[config.mk]
export PLATFORM = sky130hd
export DESIGN_NAME = saratoga_irq_ctrl
export DESIGN_NICKNAME = d
export VERILOG_FILES = /design/src/rtl/saratoga_irq_ctrl.sv
export SDC_FILE = /design/constraint.sdc
export NUM_CORES = 1
export LEC_CHECK = 0
export CAP_MARGIN = 20
export CORE_MARGIN = 10
export CORE_UTILIZATION = 40
export CTS_CLUSTER_DIAMETER = 60
export DETAILED_ROUTE_END_ITERATION = 7
export GPL_TIMING_DRIVEN = 0
export PLACE_DENSITY = 0.83
export SYNTH_ARGS = -nofsm -noshare
export SYNTH_HDL_FRONTEND = slang
export SYNTH_SLANG_ARGS = --single-unit
[constraint.sdc]
create_clock -name clk -period 3.1 [get_ports clk]
set_input_delay 0.62 -clock clk [delete_from_list [all_inputs] [get_ports clk]]
set_output_delay 0.62 -clock clk [all_outputs]
set_load 0.1 [all_outputs]
[src/rtl/saratoga_irq_ctrl.sv]
// saratoga_irq_ctrl: machine-level interrupt controller (sync, mip image, priority, trap handshake).
// Optional vectored trap PC output enabled by defining SARATOGA_IRQ_VECTORED_EN.
//
// state   | meaning
// --------+-------------------------------------------------------------
// ST_IDLE | no request; arbitrate when mstatus.MIE set and something pends
// ST_REQ  | trap_req_o high, code frozen until ack or withdrawal
// ST_HOLD | one quiet cycle after ack so the core's MIE clear lands
module saratoga_irq_ctrl #(
    parameter int          SYNC_STAGES = 2,
    parameter logic [31:0] EDGE_MASK   = 32'h03F0_0000
) (
    input  logic        clk,
    input  logic        rst_n,
    input  logic        msip_i,
    input  logic        mtip_i,
    input  logic        meip_i,
    input  logic [9:0]  plat_irq_i,
    input  logic [31:0] mie_i,
    input  logic        mstatus_mie_i,
    input  logic        mip_clr_i,
    input  logic [31:0] mip_clr_mask_i,
`ifdef SARATOGA_IRQ_VECTORED_EN
    input  logic [31:0] mtvec_i,
    output logic [31:0] trap_pc_o,
`endif
    output logic [31:0] mip_o,
    output logic        trap_req_o,
    output logic [4:0]  trap_code_o,
    input  logic        trap_ack_i,
    output logic        wake_o
);

    localparam logic [31:0] IMPL_MASK = 32'h03FF_0888;

    typedef enum logic [1:0] {
        ST_IDLE = 2'd0,
        ST_REQ  = 2'd1,
        ST_HOLD = 2'd2
    } state_t;

    state_t      state_q, state_d;
    logic [31:0] sync_q [SYNC_STAGES];
    logic [31:0] sync_d [SYNC_STAGES];
    logic [31:0] raw;
    logic [31:0] sync_out;
    logic [31:0] hist_q, hist_d;
    logic [31:0] mip_q, mip_d;
    logic [31:0] edge_set;
    logic [31:0] edge_clr;
    logic [31:0] pend;
    logic        wake_q, wake_d;
    logic        trap_req_q, trap_req_d;
    logic [4:0]  trap_code_q, trap_code_d;
    logic [4:0]  win_code;
    logic        win_valid;
    logic        ack_take;
    logic        withdraw;

    always_comb begin
        raw            = '0;
        raw[3]         = msip_i;
        raw[7]         = mtip_i;
        raw[11]        = meip_i;
        raw[25:16]     = plat_irq_i;
        sync_d[0]      = raw;
        for (int s = 1; s < SYNC_STAGES; s++) begin
            sync_d[s] = sync_q[s-1];
        end
    end

    always_ff @(posedge clk or negedge rst_n) begin
        if (!rst_n) begin
            for (int s = 0; s < SYNC_STAGES; s++) begin
                sync_q[s] <= '0;
            end
        end else begin
            sync_q <= sync_d;
        end
    end

    assign ack_take = (state_q == ST_REQ) && trap_ack_i;

    // Edge bits: set beats any clear landing in the same cycle.
    always_comb begin
        sync_out = sync_q[SYNC_STAGES-1];
        hist_d   = sync_out & EDGE_MASK;
        edge_set = sync_out & ~hist_q & EDGE_MASK;
        edge_clr = '0;
        if (mip_clr_i) begin
            edge_clr = mip_clr_mask_i;
        end
        if (ack_take) begin
            edge_clr[trap_code_q] = 1'b1;
        end
        mip_d  = ((sync_out & ~EDGE_MASK) | edge_set | (mip_q & EDGE_MASK & ~edge_clr))
                 & IMPL_MASK;
        pend   = mip_q & mie_i & IMPL_MASK;
        wake_d = |pend;
    end

    // Fixed priority: MEI, MSI, MTI, then platform bits ascending.
    always_comb begin
        win_valid = |pend;
        win_code  = '0;
        for (int n = 25; n >= 16; n--) begin
            if (pend[n]) begin
                win_code = 5'(n);
            end
        end
        if (pend[7]) begin
            win_code = 5'd7;
        end
        if (pend[3]) begin
            win_code = 5'd3;
        end
        if (pend[11]) begin
            win_code = 5'd11;
        end
    end

    always_ff @(posedge clk or negedge rst_n) begin
        if (!rst_n) begin
            state_q <= ST_IDLE;
        end else begin
            state_q <= state_d;
        end
    end

    assign withdraw = !mstatus_mie_i || !pend[trap_code_q];

    always_comb begin
        state_d = state_q;
        case (state_q)
            ST_IDLE: begin
                if (mstatus_mie_i && win_valid) begin
                    state_d = ST_REQ;
                end
            end
            ST_REQ: begin
                if (trap_ack_i) begin
                    state_d = ST_HOLD;
                end else if (withdraw) begin
                    state_d = ST_IDLE;
                end
            end
            ST_HOLD: state_d = ST_IDLE;
            default: state_d = ST_IDLE;
        endcase
    end

    always_comb begin
        trap_req_d  = (state_d == ST_REQ);
        trap_code_d = trap_code_q;
        if ((state_q == ST_IDLE) && (state_d == ST_REQ)) begin
            trap_code_d = win_code;
        end
    end

    always_ff @(posedge clk or negedge rst_n) begin
        if (!rst_n) begin
            hist_q      <= '0;
            mip_q       <= '0;
            wake_q      <= 1'b0;
            trap_req_q  <= 1'b0;
            trap_code_q <= '0;
        end else begin
            hist_q      <= hist_d;
            mip_q       <= mip_d;
            wake_q      <= wake_d;
            trap_req_q  <= trap_req_d;
            trap_code_q <= trap_code_d;
        end
    end

`ifdef SARATOGA_IRQ_VECTORED_EN
    logic [31:0] trap_pc_q, trap_pc_d;
    logic [31:0] vec_base;

    always_comb begin
        vec_base  = {mtvec_i[31:2], 2'b00};
        trap_pc_d = trap_pc_q;
        if ((state_q == ST_IDLE) && (state_d == ST_REQ)) begin
            if (mtvec_i[1:0] == 2'b01) begin
                trap_pc_d = vec_base + {25'b0, win_code, 2'b00};
            end else begin
                trap_pc_d = vec_base;
            end
        end
    end

    always_ff @(posedge clk or negedge rst_n) begin
        if (!rst_n) begin
            trap_pc_q <= '0;
        end else begin
            trap_pc_q <= trap_pc_d;
        end
    end

    assign trap_pc_o = trap_pc_q;
`endif

    assign mip_o       = mip_q;
    assign trap_req_o  = trap_req_q;
    assign trap_code_o = trap_code_q;
    assign wake_o      = wake_q;

endmodule

# ---- After elaboration in Yosys (flattened, before gate mapping)
# Cells that the tools add are included.
dict set report classes {
  order_cmp 2
  eq_ne 2
  n_mux 23
  bitwise 8
  n_reduce_logical 9
}
# cell count
set ops {}
lappend ops {{26-bit bitwise AND} 3}
lappend ops {{5-bit two-way mux} 13}
lappend ops {{26-bit two-way mux} 2}
lappend ops {{26-bit NOT} 2}
lappend ops {{26-bit bitwise OR} 2}
lappend ops {{20-bit by 26-bit bitwise OR with 26-bit output} 1}
lappend ops {{13-bit OR reduction} 1}
lappend ops {{5-bit by 6-bit less-than comparator with 1-bit output (second input constant)} 1}
lappend ops {{2-bit two-way mux} 3}
lappend ops {{1-bit binary-select mux with 5-bit select} 1}
lappend ops {{1-bit demux with 5-bit select} 1}
lappend ops {{5-bit by 1-bit greater-or-equal comparator with 1-bit output (second input constant)} 1}
lappend ops {{2-bit by 1-bit == test with 1-bit output (second input constant)} 2}
lappend ops {{1-bit logical AND} 4}
lappend ops {{2-bit case mux with 2 select lines} 1}
lappend ops {{1-bit zero test} 2}
lappend ops {{2-bit zero test} 1}
lappend ops {{1-bit two-way mux} 2}
lappend ops {{1-bit logical OR} 1}
dict set report totals {
  reg_bits 54
  input_bits 82
  output_inout_bits 39
  wordCells 52
}

# ---- Depth between registers and ports, before layout
# Gate-level depths: netlist (run 1).
dict set report logic_depth {
  depth_word 14
  ltp_mapped 6
  depth_no_buf 5
}

# ---- Least setup slack after synthesis (run 1)
# OpenSTA, ideal clock, no wires.
dict set report synth_timing {
  kind {register -> register}
  from {reg mip_q[3] (netlist: mip_o[3])}
  to {reg state_q[0]}
  setup_ns 0.110
  arrival_time_ns 2.000
  t_required_ns 2.990
  setup_slack_ns 0.990
  path_stages_with_launch 6
  n_path_buf 0
  period_less_slack_ns 2.110
  path_cell_list {dfrtp_1 > nand2_1 > mux2_4 > o22ai_1 > a31oi_1 > o41ai_1}
}
dict set report synth_between {
  elab_chain_cells 8
  word_cells_on_any_way 11
  cone_classes {mux (6); bitwise (1); reduce/logical (4)}
}
# item line_no
set synth_rtl {}
lappend synth_rtl {{from (decl)} 48} ;# logic [31:0] mip_q, mip_d;
lappend synth_rtl {{from (signal assigned)} 169} ;# mip_q <= mip_d;
lappend synth_rtl {{26-bit bitwise AND (*)} 98} ;# pend = mip_q & mie_i & IMPL_MASK;
lappend synth_rtl {{1-bit binary-select mux with 5-bit select} 130} ;# assign withdraw = !mstatus_mie_i || !pend[trap_code_q];
lappend synth_rtl {{1-bit two-way mux (implied by the code)} 130}
lappend synth_rtl {{1-bit zero test} 130}
lappend synth_rtl {{1-bit logical OR} 130}
lappend synth_rtl {{2-bit two-way mux} 143} ;# end else if (withdraw) begin
lappend synth_rtl {{2-bit two-way mux} 141} ;# if (trap_ack_i) begin
lappend synth_rtl {{2-bit case mux with 2 select lines (*)} 134} ;# case (state_q)
lappend synth_rtl {{named net state_d[0]} 42} ;# state_t state_q, state_d;
lappend synth_rtl {{to (signal assigned)} 126} ;# state_q <= state_d;
lappend synth_rtl {{to (decl)} 42}
# Mark *: on every way through the listed nets, which the timed path passes. The rest lies on a longest branch. The select of a mux whose other input is x is not followed.
# A chain may end at the register's enable or synchronous reset.

# ---- Worst setup path after layout (run 1)
dict set report layout_timing {
  from {reg trap_code_q[3] (netlist: trap_code_o[3])}
  to {out trap_code_o[3]}
}
# item line_no
set layout_lines {}
lappend layout_lines {{from (decl)} 54} ;# logic [4:0] trap_code_q, trap_code_d;
lappend layout_lines {{from (signal assigned)} 172} ;# trap_code_q <= trap_code_d;
lappend layout_lines {{to (decl)} 29} ;# output logic [4:0] trap_code_o,
# No word-level cell between the ends.

==> results.md, run 1 <==
- # IOs: 121
- Antenna cells: 0
- WP data arrival: 2010 ps
- PD cells: 655 nW/um2
- Reg-to-reg startpoint: mip_o[22]
- Area of the mapped netlist: 2090 um2
- Clk sinks: 54
- Final count of negative-setup-slack endpoints: 0
- Sequential power share: 42.3%
- PortBufs: 56
- Hold WC Path Type: primary input to asynchronous set/reset pin
- Internal: 1.13 mW
- Register area share after synthesis: 64.6%
- Drt first pass iters: 4
- # Max-Cap Violations: 0
- RSZ-0062 raised after global routing: no
- Pins Over Slew Limit: 0
- Maximum VDD drop: 336 uV
- Status: completed
- # nets final: 341
- WL/cell: 14.5 um
- Setup Skew: 7.67 ps
- RD Place Congestion: 0.862
- Number of global-route vias before repair: 1581
- Hold Vio Cnt, Final: 0
- Worst-path clk slew: 100 ps
- Share of cells above drive strength 1: 14.6%
- Register bit total from synthesis: 54
- Top-area cell type share of the netlist area: 64.6%
- Root buf cell: clkbuf_8
- TritonCTS buffer count: 5
- Max stage delay on crit path: 1190 ps
- Critical path buffers and inverters: 1
- Required @ worst endpoint: 2480 ps
- Vias/cell: 4.79
- Total number of yosys warnings: 0
- Drt initial violations: 61
- Netlist cell types: 33
- Logic pwr share: 35.5%
- Post-route setup TNS: 0 ps
- Setup crit end: trap_code_o[3]
- Reg2reg path depth: 6
- Slew HR: 31.9%
- PostCTS Resize Cnt: 0
- Design Power: 1.92 mW
- Fin Hold WS: 236 ps
- Largest net degree at the start of global routing: 36
- DRC Markers: 0
- Core Box Area: 5110 um2
- Total wire length: 4790 um
- Type of origin of the critical path: register
- Post-DP Area: 2820 um2
- H-tree depth: 2
- Yosys top cell by area: dfrtp_1
- CTS tree: yes
- Fin area: 2930 um2
- Via count: 1580
- Slack of the worst reg-to-reg path: 1370 ps
- F_max: 381 MHz
- CP max-delay cell: clkdlybuf4s50_1
- Global route total overflow: 0
- Crit-path leading delay family: buffers and inverters
- Switching Share: 40.8%
- Clock network power share: 22.2%
- Gate Count Post-Synth: 177
- First-pass GRT wire length: 7600 um
- Postcts setup bufs: 0
- Crit Path Category: register to output pin
- Sw power: 782 uW
- Detailed Place HPWL: 3890 um
- Die height: 92.3 um
- # rows: 26
- Maximum clock insertion buffer count: 2
- Final core occ: 57.3%
- Die area: 8530 um2
- Total GRT Usage: 11.3%
- Critical path peak fanout: 8
- RR Endpoint: trap_code_o[2]
- Synth area leaders: dfrtp_1 (65%), buf_4 (7.2%), nand2_1 (5.2%)
- Initial antenna violation count: 0
- Initial core utilization: 41.0%
- Worst-margin pin slew: 1020 ps
- Avg Inst Size Synth: 11.8 um2
- Critical Path Start: trap_code_o[3]
- Post-CTS Hold Fix Bufs: 0
- Number of fill cells: 445
- Worst path cell trace: clkdlybuf4s50_1
- Die W: 92.3 um
- Crit. End Element: output pin
- WP depth: 1
- Fin crit share: 84.8%
- Antenna-violating nets left: 0
- Worst skew pair latency: 310 ps
- Area grow syn2layout: 39.8%
- Period minus WS final: 2630 ps
- Leakage: 1.33 nW
-- cells in the mapped netlist (all sizes together) --
cell type  number
o211ai          2
o31a            1
a21o            1
nor2            2
nand2b          1
nand3           5
a31oi           2
mux2            3
o22ai           1
inv             9
buf            22
o2111ai         1
or2             1
nand4           5
a22oi           5
and3b           1
a211oi          1
nor3b           2
dfrtp          54
o311ai          5
a222oi          1
o21ai          14
a21oi           3
a31o            1
nor4bb          1
o41ai           2
nand2          29
a22o            1
conb            1
-- worst min-delay path by stage --
stage            startpoint          to
6_report              rst_n   mip_o[20]
5_1_grt               rst_n   mip_o[20]
4_1_cts               rst_n   mip_o[20]
3_5_place_dp   sync_out[11]   mip_o[11]
3_3_place_gp    sync_out[3]    mip_o[3]
2_1_floorplan         rst_n  hist_q[20]
-- state kept, by name (all words and copies together) (netlist names) --
signal / cells
wake_o: 1
hist_q: 6
trap_req_o: 1
trap_code_o: 5
sync_d: 13
sync_out: 13
mip_o: 13
state_q: 2
-- area by class of cell --
| class | count | area, um2 | area share [%] |
|---|---|---|---|
| buffer | 22 | 166 | 5.69 |
| multi-input combinational | 110 | 609 | 20.8 |
| clock buffer | 6 | 82.6 | 2.82 |
| inverter | 9 | 33.8 | 1.15 |
| tap | 70 | 87.6 | 2.99 |
| sequential | 54 | 1350 | 46.2 |
| timing repair buffer | 57 | 576 | 19.7 |
| clock inverter | 2 | 20.0 | 0.684 |
-- per-layer routing --
metal	track usage [%]	wire length (um)	vias up
met2	19.6	2510	66
met1	11.3	1660	756
met5	0	0	-
met4	5.01	120	0
li1	-	-	747
met3	5.25	499	11
-- power groups by stage --
| stage | registers (mW) | logic (mW) | clock network (mW) |
|---|---|---|---|
| floorplan | 1.07 | 0.251 | 0 |
| finish | 0.811 | 0.681 | 0.424 |
| global route | 0.822 | 0.713 | 0.467 |
| CTS | 0.811 | 0.681 | 0.441 |
| detailed placement | 0.824 | 0.678 | 0 |
| global placement | 0.821 | 0.670 | 0 |
-- logic make-up after synthesis --
| family | Yosys count | synth area share [%] |
|---|---|---|
| AO/OA/AOI/OAI | 41 | 13.4 |
| buffers and inverters | 31 | 9.56 |
| flip-flops | 54 | 64.6 |
| multiplexers | 3 | 1.79 |
| other | 1 | 0.179 |
| AND/OR/NAND/NOR | 47 | 10.5 |
-- cell usage in the layout (no fill, tap or decap), types with 2 or more instances in the layout --
master	Yosys	routed
clkdlybuf4s50_1	0	55
dfrtp_1	54	54
nand3_1	5	5
nor2_1	2	2
inv_1	9	9
o211ai_1	2	2
nor3b_1	2	2
nand4_1	5	5
o311ai_0	5	5
a31oi_1	2	2
a21oi_1	3	3
buf_4	20	20
clkbuf_8	0	6
o21ai_0	13	13
o41ai_1	2	2
buf_2	1	2
conb_1	1	19
nand2_1	29	29
mux2_2	2	2
a22oi_1	5	5
-- metrics by stage --
step	cells	worst slack [ps]
4_1_cts	330	449
3_5_place_dp	322	743
3_3_place_gp	321	-38.8
5_1_grt	330	387
6_report	330	473
2_1_floorplan	195	990
Note: power is estimated with default switching activity, not from simulation.
==> run 2: changes to the inputs <==
--- a/config.mk
+++ b/config.mk
@@ -7,11 +7,11 @@
 export LEC_CHECK = 0
 export CAP_MARGIN = 20
 export CORE_MARGIN = 10
-export CORE_UTILIZATION = 40
+export CORE_UTILIZATION = 38
 export CTS_CLUSTER_DIAMETER = 60
 export DETAILED_ROUTE_END_ITERATION = 7
 export GPL_TIMING_DRIVEN = 0
-export PLACE_DENSITY = 0.83
+export PLACE_DENSITY = 0.79
 export SYNTH_ARGS = -nofsm -noshare
 export SYNTH_HDL_FRONTEND = slang
 export SYNTH_SLANG_ARGS = --single-unit
==> constraint.sdc (replaced) <==
create_clock -name clk -period 2.6 [get_ports clk]
set_input_delay 0.52 -clock clk [delete_from_list [all_inputs] [get_ports clk]]
set_output_delay 0.52 -clock clk [all_outputs]
set_load 0.1 [all_outputs]
==> run 2 against run 1 <==
  * Clock skew barely moved
  * Sequential power rose by 19%
  * Via count fell by 2.3%
  * Clock power rose by 17%
  * Utilization fell by 1.4 points
  * Worst setup slack got worse by 350 ps
  * Highest routed layer unchanged
==> results.md, run 2 (same netlist as run 1, synthesis figures left out) <==
- Status: completed
- Antenna cells: 0 (unchanged)
- Setup Skew: 7.52 ps (-0.158 ps)
- WP depth: 1 (unchanged)
- RR Endpoint: trap_code_o[0]
- WP data arrival: 1950 ps (-60 ps)
- PD cells: 777 nW/um2 (+19%)
- Top layer used by detailed routing: met4
- Die area: 8880 um2 (+4.1%)
- Crit-path leading delay family: buffers and inverters
- # rows: 26 (unchanged)
- Final setup margin: 127 ps (-345 ps)
- Worst path cell trace: clkdlybuf4s50_1
- Largest net degree at the start of global routing: 39 (+8.3%)
- Met3 Wirelength: 454 um (-9.0%)
- Die W: 94.2 um (+2.0%)
- Total GRT Usage: 11.2% (-0.075 points)
- Number of fill cells: 443 (-0.45%)
- Vias/cell: 4.68 (-2.3%)
- Required @ worst endpoint: 2080 ps (-400 ps)
- Number of global-route vias before repair: 1663 (+5.2%)
- Place WS: 302 ps (-441 ps)
- Slack of the worst reg-to-reg path: 840 ps (-530 ps)
- CTS tree: yes
- Postcts setup bufs: 0 (unchanged)
- WL/cell: 14.5 um (+0.15%)
- RD Place Congestion: 0.852 (-1.2%)
- Die height: 94.2 um (+2.0%)
- Maximum clock insertion buffer count: 2 (unchanged)
- Crit Path Category: register to output pin
- Leakage: 1.34 nW (+1.1%)
- RSZ-0062 raised after global routing: no
- Worst-path clk slew: 100 ps (about the same)
- Maximum VDD drop: 459 uV (+37%)
- Antenna-violating nets left: 0 (unchanged)
- Share of cells above drive strength 1: 14.6% (unchanged)
- Total wire length: 4800 um (+0.15%)
- Worst-margin pin slew: 1040 ps (+18.0 ps)
- Routed met2 length: 2370 um (-5.8%)
- F_max: 404 MHz
- Initial antenna violation count: 0 (unchanged)
- Hold Vio Cnt, Final: 0 (unchanged)
- Area grow syn2layout: 39.9% (about the same)
- Final count of negative-setup-slack endpoints: 0 (unchanged)
- PortBufs: 56 (unchanged)
- Reg2reg path depth: 4 (-2)
- CP max-delay cell: clkdlybuf4s50_1
- Design Power: 2.28 mW (+19%)
- DRC Markers: 0 (unchanged)
- Drt first pass iters: 4 (unchanged)
- Post-CTS Hold Fix Bufs: 0 (unchanged)
- TritonCTS buffer count: 5 (unchanged)
- # IOs: 121 (unchanged)
- Wire length on met1: 1850 um (+11%)
- Crit. End Element: output pin
- Hold WC Path Type: primary input to asynchronous set/reset pin
- Most frequent cells in the layout: dfrtp_1 (54), clkdlybuf4s50_1 (54), nand2_1 (29), buf_4 (20), conb_1 (19)
- Initial core utilization: 40.0% (-1.0 points)
- Critical path buffers and inverters: 1 (unchanged)
- Detailed Place HPWL: 3980 um (+2.5%)
- Worst skew pair latency: 300 ps (about the same)
- Reg-to-reg startpoint: mip_o[3]
- Critical Path Start: trap_code_o[2]
- Slew HR: 30.7% (-1.2 points)
- Pins Over Slew Limit: 0 (unchanged)
- Period minus WS final: 2470 ps
- Final core occ: 55.9% (-1.4 points)
- Critical path peak fanout: 7 (-1)
- Root buf cell: clkbuf_8
- Multi-input logic area: 609 um2 (unchanged)
- Global route total overflow: 0 (unchanged)
- Type of origin of the critical path: register
- # nets final: 341 (unchanged)
- Core Box Area: 5240 um2 (+2.5%)
- Setup crit end: trap_code_o[2]
- # Max-Cap Violations: 0 (unchanged)
- First-pass GRT wire length: 7890 um (+3.9%)
- Drt initial violations: 148 (+140%)
- Clk sinks: 54 (unchanged)
- Via count: 1544 (-2.3%)
- Max stage delay on crit path: 1190 ps (about the same)
- H-tree depth: 2 (unchanged)
- Register area: 1350 um2 (unchanged)
- Fin crit share: 95.1%
==> run 2: changes by cell type in the layout (fill, tap and decap cells not counted) <==
cell,delta
clkdlybuf4s50_1,-1
dlymetal6s2s_1,+1
==> run 2: how the worst min path moves through the flow <==
stage / startpoint / slack, ps / cells past startpoint / end
floorplan: rst_n / 220 / 0 / hist_q[20]
global placement: sync_out[3] / 330 / 0 / mip_o[3]
detailed placement: sync_out[16] / 330 / 0 / mip_o[16]
CTS: rst_n / 140 / 1 / state_q[1]
global route: rst_n / 140 / 1 / state_q[1]
finish: rst_n / 140 / 1 / state_q[1]
==> run 2: what timing repair did <==
action | in CTS | in global routing
endpoints found under the setup margin | 0 | 1
hold endpoints to repair | 0 | 0
resized for setup | 0 | 1
==> run 2: cell type report <==
class	count	area share, %
buffer	22	5.68
inverter	9	1.15
clock buffer	6	2.82
timing repair buffer	57	19.7
clock inverter	2	0.683
multi-input combinational	110	20.8
tap	70	2.99
sequential	54	46.1
==> run 2: per-layer routing <==
metal  GRT usage [%]  vias up
li1                -      751
met1            12.3      715
met2            18.8       65
met3            5.28       13
met4            3.42        0
met5               0        -
==> run 2: power breakdown <==
| group | leakage [nW] | internal (mW) | switching (mW) | total (mW) |
|---|---|---|---|---|
| clock network | 0.0537 | 0.226 | 0.268 | 0.494 |
| logic | 0.660 | 0.217 | 0.597 | 0.814 |
| registers | 0.630 | 0.909 | 0.0584 | 0.967 |
| total | 1.34 | 1.35 | 0.923 | 2.28 |
==> run 2: metrics by stage <==
step	TNS, ps	area (um2)	hold slack [ps]	cells
finish	0	2930	137	330
detailed placement	0	2820	335	322
global placement	-23980	2810	331	321
global route	0	2930	141	330
floorplan	0	2160	224	195
CTS	0	2930	139	330
==> run 3: changes to the inputs <==
--- a/config.mk
+++ b/config.mk
@@ -5,7 +5,6 @@
 export SDC_FILE = /design/constraint.sdc
 export NUM_CORES = 1
 export LEC_CHECK = 0
-export CAP_MARGIN = 20
 export CORE_MARGIN = 10
 export CORE_UTILIZATION = 38
 export CTS_CLUSTER_DIAMETER = 60
==> results of run 3 <==
Final layout, timing and power as in run 2 (identical DEF).
